<file path="src/rtl/mul_stage.sv">
// -----------------------------------------------------------------------------
// mul_stage
// One handshaked FP16 (IEEE-754 half precision) multiply stage for the
// NeuroSpider neuron datapath. A single operand pair is accepted, multiplied
// over several clocks, and the product is held until the consumer takes it.
//
// Ports
//   clk                   in   1   single clock, rising edge
//   rst                   in   1   synchronous, active-high reset
//   srcReady              in   1   producer has valid in_A/in_B
//   readyForInput         out  1   stage can accept an operand pair (IDLE only)
//   in_A                  in   16  FP16 operand A
//   in_B                  in   16  FP16 operand B
//   outputReady           out  1   multiplicationResult is valid (OUT only)
//   destReady             in   1   consumer accepts the result
//   multiplicationResult  out  16  FP16 product A*B, registered
//   stateDebug            out  3   current FSM state, for observation only
//
// Handshake: an operand pair transfers on a rising edge where readyForInput
// and srcReady are both high; a result transfers on a rising edge where
// outputReady and destReady are both high. readyForInput and outputReady are
// decoded from the state and are never high together; srcReady/in_A/in_B are
// ignored outside IDLE and destReady is ignored outside OUT.
//
// Timing: accept on edge N, product registered on N+1, normalised on N+2,
// rounded result registered on N+3 (outputReady rises), handoff no earlier
// than N+4, next accept no earlier than N+5.
//
// Arithmetic: subnormal inputs and results are flushed to zero, rounding is
// round-to-nearest-even, overflow saturates to signed infinity, and every NaN
// result is the canonical quiet NaN 16'h7E00.
// -----------------------------------------------------------------------------
module mul_stage (
    input  logic        clk,
    input  logic        rst,
    input  logic        srcReady,
    output logic        readyForInput,
    input  logic [15:0] in_A,
    input  logic [15:0] in_B,
    output logic        outputReady,
    input  logic        destReady,
    output logic [15:0] multiplicationResult,
    output logic [2:0]  stateDebug
);

    // Rounding is split from normalisation into its own state (ROUND) so the
    // add-and-carry of the rounder does not sit behind the normalisation mux
    // in one cycle; this is also what gives the five-clock cadence.
    typedef enum logic [2:0] {
        IDLE  = 3'd0,
        MUL   = 3'd1,
        NORM  = 3'd2,
        ROUND = 3'd3,
        OUT   = 3'd4
    } stateT;

    localparam logic [15:0] CANON_NAN = 16'h7E00;

    stateT state;
    stateT nextState;

    // Captured operands
    logic [15:0] opA;
    logic [15:0] opB;

    // MUL-stage registers
    logic              mulSign;
    logic signed [7:0] mulExp;
    logic [21:0]       mulProd;
    logic              mulNaN;
    logic              mulInf;
    logic              mulZero;

    // NORM-stage registers
    logic [10:0]       normMant;
    logic              normGuard;
    logic              normSticky;
    logic signed [7:0] normExp;

    // -------------------------------------------------------------------------
    // FSM: state register
    // -------------------------------------------------------------------------
    always_ff @(posedge clk) begin
        if (rst) begin
            state <= IDLE;
        end else begin
            state <= nextState;
        end
    end

    // -------------------------------------------------------------------------
    // FSM: next state and handshake outputs
    // -------------------------------------------------------------------------
    always_comb begin
        nextState     = state;
        readyForInput = 1'b0;
        outputReady   = 1'b0;
        case (state)
            IDLE: begin
                readyForInput = 1'b1;
                if (srcReady) begin
                    nextState = MUL;
                end
            end
            MUL:   nextState = NORM;
            NORM:  nextState = ROUND;
            ROUND: nextState = OUT;
            OUT: begin
                outputReady = 1'b1;
                if (destReady) begin
                    nextState = IDLE;
                end
            end
            default: nextState = IDLE;
        endcase
    end

    assign stateDebug = state;

    // -------------------------------------------------------------------------
    // MUL stage: operand decode, special-case classification, raw product
    // -------------------------------------------------------------------------
    logic [4:0]        expA;
    logic [4:0]        expB;
    logic [9:0]        fracA;
    logic [9:0]        fracB;
    logic              nanA;
    logic              nanB;
    logic              infA;
    logic              infB;
    logic              zeroA;
    logic              zeroB;
    logic [10:0]       sigA;
    logic [10:0]       sigB;
    logic signed [7:0] expSum;
    logic [21:0]       prodRaw;

    always_comb begin
        expA  = opA[14:10];
        expB  = opB[14:10];
        fracA = opA[9:0];
        fracB = opB[9:0];

        nanA  = (expA == 5'h1F) && (fracA != 10'd0);
        nanB  = (expB == 5'h1F) && (fracB != 10'd0);
        infA  = (expA == 5'h1F) && (fracA == 10'd0);
        infB  = (expB == 5'h1F) && (fracB == 10'd0);
        // Exponent field zero covers both true zero and subnormals (flushed).
        zeroA = (expA == 5'd0);
        zeroB = (expB == 5'd0);

        sigA  = zeroA ? 11'd0 : {1'b1, fracA};
        sigB  = zeroB ? 11'd0 : {1'b1, fracB};

        // Unbiased sum re-biased once: range -13..45, fits signed 8 bits.
        expSum  = $signed({3'b000, expA}) + $signed({3'b000, expB}) - 8'sd15;
        prodRaw = {11'd0, sigA} * {11'd0, sigB};
    end

    // -------------------------------------------------------------------------
    // NORM stage: bring the product into [1,2) and extract guard/sticky.
    // The significand product of two normals lies in [2^20, 2^22), so at most
    // one right shift is needed.
    // -------------------------------------------------------------------------
    logic [10:0]       normMantNext;
    logic              normGuardNext;
    logic              normStickyNext;
    logic signed [7:0] normExpNext;

    always_comb begin
        if (mulProd[21]) begin
            normMantNext   = mulProd[21:11];
            normGuardNext  = mulProd[10];
            normStickyNext = |mulProd[9:0];
            normExpNext    = mulExp + 8'sd1;
        end else begin
            normMantNext   = mulProd[20:10];
            normGuardNext  = mulProd[9];
            normStickyNext = |mulProd[8:0];
            normExpNext    = mulExp;
        end
    end

    // -------------------------------------------------------------------------
    // ROUND stage: round-to-nearest-even, exponent range check, special-case
    // override and final assembly.
    // -------------------------------------------------------------------------
    logic              roundUp;
    logic [11:0]       mantRounded;
    logic signed [7:0] expRounded;
    logic [9:0]        fracOut;
    logic [15:0]       finalResult;

    always_comb begin
        // Round up when above halfway, or exactly halfway with an odd LSB.
        roundUp     = normGuard && (normSticky || normMant[0]);
        mantRounded = {1'b0, normMant} + {11'd0, roundUp};

        // A carry out of the rounder means the significand became 2.0:
        // renormalise by bumping the exponent; the fraction is then all zero.
        if (mantRounded[11]) begin
            expRounded = normExp + 8'sd1;
            fracOut    = mantRounded[10:1];
        end else begin
            expRounded = normExp;
            fracOut    = mantRounded[9:0];
        end

        if (mulNaN) begin
            finalResult = CANON_NAN;
        end else if (mulInf) begin
            finalResult = {mulSign, 5'h1F, 10'd0};
        end else if (mulZero) begin
            finalResult = {mulSign, 15'd0};
        end else if (expRounded >= 8'sd31) begin
            finalResult = {mulSign, 5'h1F, 10'd0};
        end else if (expRounded <= 8'sd0) begin
            finalResult = {mulSign, 15'd0};
        end else begin
            finalResult = {mulSign, expRounded[4:0], fracOut};
        end
    end

    // -------------------------------------------------------------------------
    // Datapath registers, each loaded only in the state that owns it.
    // -------------------------------------------------------------------------
    always_ff @(posedge clk) begin
        if (rst) begin
            opA                  <= 16'd0;
            opB                  <= 16'd0;
            mulSign              <= 1'b0;
            mulExp               <= 8'sd0;
            mulProd              <= 22'd0;
            mulNaN               <= 1'b0;
            mulInf               <= 1'b0;
            mulZero              <= 1'b0;
            normMant             <= 11'd0;
            normGuard            <= 1'b0;
            normSticky           <= 1'b0;
            normExp              <= 8'sd0;
            multiplicationResult <= 16'd0;
        end else begin
            case (state)
                IDLE: begin
                    if (srcReady) begin
                        opA <= in_A;
                        opB <= in_B;
                    end
                end
                MUL: begin
                    mulSign <= opA[15] ^ opB[15];
                    mulExp  <= expSum;
                    mulProd <= prodRaw;
                    // Inf times zero (including flushed subnormals) is invalid.
                    mulNaN  <= nanA || nanB || (infA && zeroB) || (infB && zeroA);
                    mulInf  <= infA || infB;
                    mulZero <= zeroA || zeroB;
                end
                NORM: begin
                    normMant   <= normMantNext;
                    normGuard  <= normGuardNext;
                    normSticky <= normStickyNext;
                    normExp    <= normExpNext;
                end
                ROUND: begin
                    multiplicationResult <= finalResult;
                end
                default: begin
                end
            endcase
        end
    end

endmodule

</file>
<file path="config.mk">
export PLATFORM = sky130hd
export DESIGN_NAME = mul_stage
export DESIGN_NICKNAME = d
export VERILOG_FILES = /design/src/rtl/mul_stage.sv
export SDC_FILE = /design/constraint.sdc
export NUM_CORES = 1
export LEC_CHECK = 0
export ABC_AREA = 1
export ABC_CLOCK_PERIOD_IN_PS = 14940
export CORE_AREA = 5 5 129 131
export DETAILED_ROUTE_END_ITERATION = 7
export DIE_AREA = 0 0 134 136
export PLACE_DENSITY = 0.83
export SLEW_MARGIN = 0
export SYNTH_ARGS = -nofsm -noshare
export SYNTH_HDL_FRONTEND = slang
export SYNTH_SLANG_ARGS = --single-unit
export TNS_END_PERCENT = 30
</file>
<file path="constraint.sdc">
create_clock -name clk -period 14.94 [get_ports clk]
set_input_delay 2.988 -clock clk [delete_from_list [all_inputs] [get_ports clk]]
set_output_delay 2.988 -clock clk [all_outputs]
set_load 0.03 [all_outputs]
</file>
==> qor.txt <==
run status = completed
total power = 884.6 uW
Core Box Area = 15480 sq um
relative slew slack = 50.73%
top-count cell post-synth = inv_1
post-route insts no fill = 1463
FMAX = 149.7 MHz
Post-Synth Simple-Gate Area = 20.76%
Netlist cell types = 42
Die Area = 18220 sq um
Bufs on Longest Clock Path = 2
CTS tree = built
Pwr Density = 87.35 nW/um^2
DP HPWL = 18100 microns
row count = 46
Synth Cell Area = 9046 sq um
P_leak = 4.916 nW
Synth area leaders = dfxtp_1 (23%), fa_1 (18%), ha_1 (10%), inv_1 (9.5%), nand2_1 (9.3%)
Final GP Congestion = 0.9806
final WL = 22950 microns
vias in the first global route = 8078
prevailing post-synth register cell = dfxtp_1
XOR/XNOR Fraction of Synth Area = 2.711%
Synth top area share = 23.24%
Vias = 8134
chip height = 136 microns
Synthesis Warnings = 0
clk root buf = clkbuf_16
post-synthesis sequential area ratio = 23.24%
Max Slew Vio Count = 0
worst vdd ir = 0.00005744 V
setup violators final = 0
Critical Path Fanout Max = 14
ANT nets after route = 0
largest net degree at the start of global routing = 69
clk_skew = 7.692 ps
Total GRT Usage = 26.73%
Num CTS Buffers = 9
H-tree depth = 3
nets = 1456
initial antenna violation count = 0
GRT overflow = 0
largest family of logic cells by synthesized area = adder cells
setup tns final = 0 ps
Clk pin slew, worst setup/hold paths = 70 ps
maximum cell stage delay along the critical path = 580 ps
Pre-antenna DRT Iters = 6
Initial Utilization = 58.43%
Required @ worst endpoint = 15200 ps
syn avg cell area = 7.385 sq um
Worst Tran Pin Value = 736.8 ps
asr flop ratio synth = 0%
global-route wire length before repair = 39260 microns
initial drt markers = 672
area grow syn2layout = 11.95%
ratio of cells with drive above 1 in the final layout = 3.777%
post-synth net total = 1415
Wirelength per Cell = 15.69 microns
Hold Path Class = flip-flop to flip-flop
Setup Buffers After CTS = 0
Ports = 57
Clock Latency Late Sink = 360 ps
Crit Path Category = flip-flop to flip-flop
final cycle utilization of the critical path = 44.72%
IO Port Bufs = 56
post-synthesis compound-gate area fraction = 14.19%
most used cell, CP = inv_1
Fin. Hold Viols = 0
CTS sink cnt = 105
ant diodes = 0
Critical Path Sink Type = flip-flop
DR vias/cell = 5.560
placed cells = 1447
adder-cell area share of the yosys netlist = 28.02%
startpoint types = flip-flop
cells along the critical path = inv_1, nand4_1, nand2_1, nor2_1, inv_1, nor2_1, fa_1, fa_1, fa_1, fa_1, inv_1, fa_1, inv_1, ha_1, nand2_1, nor2_1, inv_1, o21ai_0, a21boi_0, a21oi_1, o21ai_0, nand2_1, inv_1
setup repair after global routing missed its margin = no
Worst Path Arrival = 6940 ps
hold_buf cts = 0
clock period minus worst slack = 6681 ps
most frequent cells after synthesis = inv_1 (230), nand2_1 (225), nor2_1 (114), dfxtp_1 (105), a21oi_1 (93)
PostCTS Resize Cnt = 0
width of the die = 134 microns
mux contribution to synthesized area = 0%
flops & latches, synth = 105
Worst path slowest cell = nor2_1
cell taking the most area after synthesis = dfxtp_1
Max Cap Violations = 0
Post-synth EDFFs = 0
synthesized instance count = 1225
DRC errors left = 0
## power breakdown
part / leakage, nW / switching [mW] / total, mW / internal, mW
sequential: 0.860 / 0.0238 / 0.327 / 0.304
clock: 0.171 / 0.110 / 0.280 / 0.170
combinational: 3.89 / 0.180 / 0.278 / 0.0978
## cell usage in the layout (no fill, tap or decap), types with 14 or more instances in the layout
cell type	Yosys	routed
inv_1	230	230
nand2_1	225	225
nor2_1	114	113
nand3_1	51	51
ha_1	73	73
o21ai_0	90	90
clkdlybuf4s50_1	0	56
xor2_1	18	18
a31oi_1	14	14
a21oi_1	93	93
dfxtp_1	105	105
fa_1	81	81
## through the flow
| step | area (sq um) | setup slack [ps] | util, % | hold WS [ps] |
|---|---|---|---|---|
| 5_1_grt | 10130 | 7812 | 65.41 | 480.7 |
| 4_1_cts | 10130 | 8422 | 65.41 | 466.8 |
| 6_report | 10130 | 8259 | 65.41 | 465.5 |
| 3_5_place_dp | 9777 | 8446 | 63.15 | 456.3 |
| 2_1_floorplan | 9046 | 9549 | - | 439.2 |
| 3_3_place_gp | 9777 | 8610 | 63.15 | 451.4 |
## flip-flops by register name (all words and copies together), names as in the netlist
register,count
mulNaN,1
mulExp,7
opB,16
normSticky,1
opA,16
mulInf,1
mulProd,22
normMant,11
stateDebug,3
mulZero,1
normGuard,1
normExp,8
multiplicationResult,16
mulSign,1
## path summary, 6_finish.rpt
kind | from | endpoint | cells past startpoint | slack, ps
setup reg to reg | opA[12] | mulProd[14] | 23 | 8260
setup / recovery | opA[12] | mulProd[14] | 23 | 8260
hold reg to reg | multiplicationResult[1] | multiplicationResult[1] | 2 | 470
hold / removal | multiplicationResult[1] | multiplicationResult[1] | 2 | 470
## cell type report
type,count,area (sq um)
inverters,232,870.8
clock buffers,11,242.7
fillers,1355,5355
repair buffers,63,613.1
multi-input cells,855,5951
clock inverters,5,107.6
flip-flops and latches,105,2102
well taps,192,240.2
## metal layers
layer  part of all wire, %  GRT usage [%]  vias to the layer above
li1                      -              -                     3970
met1                    43          34.18                     3842
met4                   3.6          10.34                        0
met2                    48          45.28                      267
met3                   5.8          4.737                       55
met5                     0              0                        -
## logic make-up after synthesis
group / Yosys count
simple gates: 440
xor+xnor: 28
flops: 105
fa+ha+maj: 154
compound gates: 233
buf+inv: 265
## worst max-delay path: cells and delay by family, from the launching register on
family	cells	cell delay, ps
buffers and inverters	6	570
AO/OA/AOI/OAI	4	790
AND/OR/NAND/NOR	7	1950
flip-flops	1	370
adder cells (fa/ha/maj)	6	2880
No activity file was read; power rests on OpenSTA's default activity.
==> RTL change 1, RTL diff (config.mk and constraints unchanged) <==
Reset style: asynchronous (`rst`), changed in 2 clocked blocks. Comments in the files are not updated.
--- a/src/rtl/mul_stage.sv
+++ b/src/rtl/mul_stage.sv
@@ -82,3 +82,3 @@
     // -------------------------------------------------------------------------
-    always_ff @(posedge clk) begin
+    always_ff @(posedge clk or posedge rst) begin
         if (rst) begin
@@ -226,3 +226,3 @@
     // -------------------------------------------------------------------------
-    always_ff @(posedge clk) begin
+    always_ff @(posedge clk or posedge rst) begin
         if (rst) begin
Check against the original RTL: differs if rst is asserted again (counterexample within 4 cycles, from zero or initial values and one cycle with rst high); with rst held inactive, the same outputs for 4 cycles.
==> RTL change 1 against the unedited design <==
- non-clock buffer count fell by 4
- final cell count fell by 4.1%
- area after synthesis rose by 2.1%
- sequential cell count did not move
- highest routed layer unchanged
- critical path depth rose by 4
- routed wire length fell by 4.1%
- design area rose by 1.5%
- setup slack improved by 0.41 ns
- core utilization rose by 0.96 points
- die area did not move
Power is not shown: default switching activity piles up to over one toggle a cycle in this logic, so the estimate is an artifact.
==> RTL change 1: results (changes against the unedited design) <==
\begin{tabular}{lr}
\hline
Metric & Value \\
\hline
\multicolumn{2}{l}{\textbf{Placed design}} \\
Placed inst area & 9980 sq um (+2.0\%) \\
Routability-driven placement congestion ratio & 1.00 (+2.2\%) \\
Hpwl dp & 18.0 mm (-0.75\%) \\
\multicolumn{2}{l}{\textbf{Detailed routing}} \\
Detailed-route wire length & 22.0 mm (-4.1\%) \\
Total iterations of the first detailed-routing run & 5 (-1) \\
Count of routing violations after the opening detailed-route iteration & 452 (-33\%) \\
Wire length the detailed router placed on met1 & 8.86 mm (-9.2\%) \\
Ratio of routed vias to standard cells & 5.46 (-1.7\%) \\
Met3 routed wirelength & 1.11 mm (-16\%) \\
Detailed-route via count & 7665 (-5.8\%) \\
Routed length on met2 & 11.0 mm (-0.53\%) \\
\multicolumn{2}{l}{\textbf{Worst setup path}} \\
Crit Path Max Fanout & 10 (-4) \\
Endpoint of the worst setup timing path & mulProd[17] \\
Setup slack, reg-to-reg & 8.67 ns (+0.41 ns) \\
Worst reg2reg endpoint & mulProd[17] \\
Worst EP arrival & 6.50 ns (-0.44 ns) \\
Launching instance or port of the critical path & opA[14] \\
Worst r2r path cells & 27 (+17\%) \\
\multicolumn{2}{l}{\textbf{Min path}} \\
Hold-critical path endpoint & mulProd[1] \\
Hold Crit Depth & 2 (unchanged) \\
Worst min-delay path startpoint & mulProd[1] \\
\multicolumn{2}{l}{\textbf{STA}} \\
Actual transition at the worst max-transition pin & 1.04 ns (+0.305 ns) \\
Final worst hold slack & 0.474 ns (+0.00875 ns) \\
Final Critical Period & 6.27 ns (-0.406 ns) \\
\multicolumn{2}{l}{\textbf{CTS}} \\
Maximum clock insertion buffer count & 2 (unchanged) \\
\multicolumn{2}{l}{\textbf{Layout}} \\
Net count of the finished layout & 1396 (-4.1\%) \\
Number of inserted filler cells in the final layout & 1329 (-1.9\%) \\
Fraction of layout cells with a size suffix above 1 & 5.53\% (+1.8 points) \\
\multicolumn{2}{l}{\textbf{Global routing}} \\
Global-route wire length before repair & 37.0 mm (-5.8\%) \\
GRT Util Overall & 25.4\% (-1.4 points) \\
Largest net degree at the start of global routing & 86 (+25\%) \\
\multicolumn{2}{l}{\textbf{Synthesis}} \\
Most common library cells after synthesis & 256 x sky130\_fd\_sc\_hd\_\_nand2\_1, 204 x sky130\_fd\_sc\_hd\_\_inv\_1, 141 x sky130\_fd\_sc\_hd\_\_nor2\_1 \\
Top area cells in the synthesized netlist & sky130\_fd\_sc\_hd\_\_dfrtp\_1 28\%, sky130\_fd\_sc\_hd\_\_fa\_1 18\%, sky130\_fd\_sc\_hd\_\_nand2\_1 10\% \\
Share of synthesized flip-flops with an asynchronous set or reset & 100\% (+100 points) \\
Sequential area share after synthesis & 28.4\% (+5.2 points) \\
Number of instances in the synthesized netlist & 1160 (-5.3\%) \\
Unique cell type count in the Yosys netlist & 48 (+14\%) \\
\multicolumn{2}{l}{\textbf{Run status}} \\
Result of the run & completed \\
\hline
\end{tabular}
==> RTL change 1: cell types whose count changed after synthesis, moves of 16 or more <==
cell,delta
sky130_fd_sc_hd__a21oi_1,-43
sky130_fd_sc_hd__dfrtp_1,+105
sky130_fd_sc_hd__dfxtp_1,-105
sky130_fd_sc_hd__inv_1,-26
sky130_fd_sc_hd__nand2_1,+31
sky130_fd_sc_hd__nand3_1,-16
sky130_fd_sc_hd__nor2_1,+27
sky130_fd_sc_hd__o21ai_0,-48
==> RTL change 1: critical path: stages, from the launching register on <==
cell and delay (ns):
sky130_fd_sc_hd__dfrtp_1 0.36, sky130_fd_sc_hd__inv_1 0.12, sky130_fd_sc_hd__nand2_1 0.10, sky130_fd_sc_hd__nor4_4 0.46, sky130_fd_sc_hd__inv_2 0.24, sky130_fd_sc_hd__nand2_2 0.22
sky130_fd_sc_hd__inv_2 0.14, sky130_fd_sc_hd__nand2_1 0.18, sky130_fd_sc_hd__inv_1 0.17, sky130_fd_sc_hd__nand2_1 0.11, sky130_fd_sc_hd__fa_1 0.44, sky130_fd_sc_hd__fa_1 0.54
sky130_fd_sc_hd__inv_1 0.05, sky130_fd_sc_hd__fa_1 0.51, sky130_fd_sc_hd__fa_1 0.55, sky130_fd_sc_hd__inv_1 0.05, sky130_fd_sc_hd__fa_1 0.53, sky130_fd_sc_hd__inv_1 0.04
sky130_fd_sc_hd__ha_1 0.34, sky130_fd_sc_hd__nand2_1 0.09, sky130_fd_sc_hd__nor2_1 0.19, sky130_fd_sc_hd__inv_1 0.06, sky130_fd_sc_hd__o21ai_1 0.25, sky130_fd_sc_hd__nand3_1 0.14
sky130_fd_sc_hd__nand2_1 0.08, sky130_fd_sc_hd__nand2_1 0.04, sky130_fd_sc_hd__nand3_1 0.06, sky130_fd_sc_hd__o21ai_1 0.06
==> RTL change 1: metal layers <==
metal	vias up	GRT usage, %
met5	-	0
met4	0	13.0
met3	76	4.33
met2	233	42.8
met1	3658	31.6
li1	3698	-
==> RTL change 1: cell type report <==
cell class	count	area (sq um)	area share [%]
Multi-Input combinational cell	814	5710	55.6
Sequential cell	105	2630	25.6
Inverter	217	817	7.95
Timing Repair Buffer	59	583	5.67
Tap cell	192	240	2.34
Clock buffer	9	225	2.19
Clock inverter	7	73.8	0.718
==> RTL change 1: cells by family (layout without fill, tap and decap cells) <==
group	Yosys count	count (layout)	synth area share [%]
and+or+nand+nor	487	487	22.4
AOI/OAI and AO/OA	141	141	8.58
adders and majority gates	154	154	27.4
DFF	105	105	28.4
buffers and inverters	241	292	9.90
muxes	8	8	0.975
xor gates and xnor gates	24	24	2.27
==> RTL change 2, RTL diff (config.mk and constraints unchanged) <==
Without the edit above. Put one more register stage on the output `stateDebug`, without a reset. The value now appears one clock later. The other outputs are not delayed to match.
--- a/src/rtl/mul_stage.sv
+++ b/src/rtl/mul_stage.sv
@@ -117,3 +117,5 @@
 
-    assign stateDebug = state;
+    always_ff @(posedge clk) begin
+        stateDebug <= state;
+    end
 
Behaviour: not the same (Yosys sat finds a counterexample within 4 cycles, from zero or initial values and one cycle with rst high).
==> RTL change 2 against the unedited design <==
- non-clock buffer count shrank 2
- sequential cell count grew 3
- setup slack lost 0.14 ns
- design area shrank 0.51%
- first-iteration DRC count shrank 3.7%
- clock skew grew 0.00075 ns
- area after synthesis grew 0.58%
- synthesized cell count shrank 0.82%
- critical path depth shrank 1
- total power shrank 7.1%
- routed wire length shrank 2.1%
- critical path type unchanged
- largest power group unchanged
- highest routed layer unchanged
==> RTL change 2: results (changes against the unedited design) <==
\begin{tabular}{lr}
\hline
Metric & Value \\
\hline
\multicolumn{2}{l}{\textbf{Synthesis}} \\
Sequential area share after synthesis & 23.8\% (+0.53 points) \\
Fraction of the mapped netlist area in compound gates & 14.2\% (+0.014 points) \\
Number of instances in the synthesized netlist & 1215 (-0.82\%) \\
Unique cell type count in the Yosys netlist & 45 (+7.1\%) \\
Synth Area in Adders & 27.9\% (-0.16 points) \\
Top area cells in the synthesized netlist & sky130\_fd\_sc\_hd\_\_dfxtp\_1 24\%, sky130\_fd\_sc\_hd\_\_fa\_1 18\%, sky130\_fd\_sc\_hd\_\_ha\_1 10\% \\
\multicolumn{2}{l}{\textbf{Detailed routing}} \\
Drt wl/cell & 15.5 microns (-0.99\%) \\
Detailed-route via count & 7980 (-1.9\%) \\
Count of routing violations after the opening detailed-route iteration & 647 (-3.7\%) \\
Ratio of routed vias to standard cells & 5.51 (-0.81\%) \\
Total iterations of the first detailed-routing run & 5 (-1) \\
\multicolumn{2}{l}{\textbf{CTS}} \\
Clock Root Buffer & sky130\_fd\_sc\_hd\_\_clkbuf\_16 \\
\multicolumn{2}{l}{\textbf{Power}} \\
Static Leak & 4.80 nW (-2.4\%) \\
Share of total power in the clock network & 28.6\% (-3.0 points) \\
Design internal power & 0.516 mW (-9.6\%) \\
Sequential Power & 0.334 mW (+2\%) \\
VDD IR-drop max & 0.0556 mV (-3.2\%) \\
\multicolumn{2}{l}{\textbf{Global routing}} \\
Largest net degree at the start of global routing & 71 (+2.9\%) \\
GRT Util Overall & 26.0\% (-0.71 points) \\
Global-route wire length before repair & 37.9 mm (-3.4\%) \\
Via count of the first global-routing pass & 7785 (-3.6\%) \\
\multicolumn{2}{l}{\textbf{Run status}} \\
Result of the run & completed \\
\multicolumn{2}{l}{\textbf{Layout}} \\
Largest register by flop count & mulProd \\
Number of inserted filler cells in the final layout & 1319 (-2.7\%) \\
Net count of the finished layout & 1440 (-1.1\%) \\
\multicolumn{2}{l}{\textbf{Worst setup path}} \\
Worst EP arrival & 7.08 ns (+0.14 ns) \\
Crit Path Max Fanout & 15 (+1) \\
\multicolumn{2}{l}{\textbf{Placed design}} \\
Placed inst area & 9790 sq um (+0.12\%) \\
Routability-driven placement congestion ratio & 0.977 (-0.39\%) \\
Setup Slack @ Placement & 8.22 ns (-0.228 ns) \\
Hpwl dp & 18.0 mm (-0.50\%) \\
\multicolumn{2}{l}{\textbf{STA}} \\
Fin Clk Skew & 0.00844 ns (+0.000746 ns) \\
Actual transition at the worst max-transition pin & 0.626 ns (-0.111 ns) \\
\hline
\end{tabular}
## RTL change 2: cell count changes after synthesis, moves of 4 or more
| cell | change |
|---|---|
| sky130_fd_sc_hd__inv_1 | -17 |
| sky130_fd_sc_hd__nand2_1 | -10 |
| sky130_fd_sc_hd__o21ai_0 | -5 |
| sky130_fd_sc_hd__nor3_1 | +4 |
| sky130_fd_sc_hd__o21ai_1 | +4 |
## RTL change 2: critical path: stages (launching register included)
cell                      delay, ns
sky130_fd_sc_hd__dfxtp_1       0.38
sky130_fd_sc_hd__nor3_1        0.08
sky130_fd_sc_hd__nand3_1       0.41
sky130_fd_sc_hd__nand2_1       0.52
sky130_fd_sc_hd__nor2_1        0.64
sky130_fd_sc_hd__inv_1         0.23
sky130_fd_sc_hd__nor2_1        0.20
sky130_fd_sc_hd__fa_1          0.45
sky130_fd_sc_hd__fa_1          0.48
sky130_fd_sc_hd__fa_1          0.53
sky130_fd_sc_hd__fa_1          0.55
sky130_fd_sc_hd__inv_1         0.05
sky130_fd_sc_hd__fa_1          0.52
sky130_fd_sc_hd__inv_1         0.04
sky130_fd_sc_hd__ha_1          0.38
sky130_fd_sc_hd__nand2_1       0.11
sky130_fd_sc_hd__nor2_1        0.19
sky130_fd_sc_hd__inv_1         0.05
sky130_fd_sc_hd__o21ai_0       0.38
sky130_fd_sc_hd__a21oi_1       0.16
sky130_fd_sc_hd__xnor2_1       0.15
sky130_fd_sc_hd__o21ai_0       0.14
sky130_fd_sc_hd__inv_1         0.05
## RTL change 2: final cells by class
type	count	area, sq um	share of cell area, %
multi-input combinational	854	5980	59.3
clock inverter	7	62.6	0.621
sequential	108	2160	21.5
tap	192	240	2.38
inverter	216	811	8.05
timing repair buffer	61	598	5.94
clock buffer	9	225	2.24
## RTL change 2: stage by stage
stage	power [mW]	utilization (%)
floorplan	0.514	-
global placement	0.583	63.2
detailed placement	0.589	63.2
CTS	0.824	65.1
global route	0.873	65.1
finish	0.822	65.1
## RTL change 2: layer usage
layer	up-vias	global-route usage, %	wire (microns)
met3	54	4.22	1300
met4	0	9.49	749
met2	275	45.2	11000
li1	3945	-	-
met5	-	0	0
met1	3706	32.8	9460
## RTL change 2: path summary, 6_finish.rpt
| check | from | to | slack (ns) | depth (start not counted) |
|---|---|---|---|---|
| hold / removal | state[0] | stateDebug[0] | 0.40 | 0 |
| setup reg to reg | opA[12] | mulProd[16] | 8.12 | 22 |
| setup / recovery | opA[12] | mulProd[16] | 8.12 | 22 |
| hold reg to reg | state[0] | stateDebug[0] | 0.40 | 0 |
## RTL change 2: cell families after synthesis
| logic type | count (synthesis) |
|---|---|
| AND/OR/NAND/NOR | 438 |
| flip-flops | 108 |
| XOR/XNOR | 29 |
| adder cells (fa/ha/maj) | 154 |
| buffers and inverters | 253 |
| AO/OA/AOI/OAI | 233 |
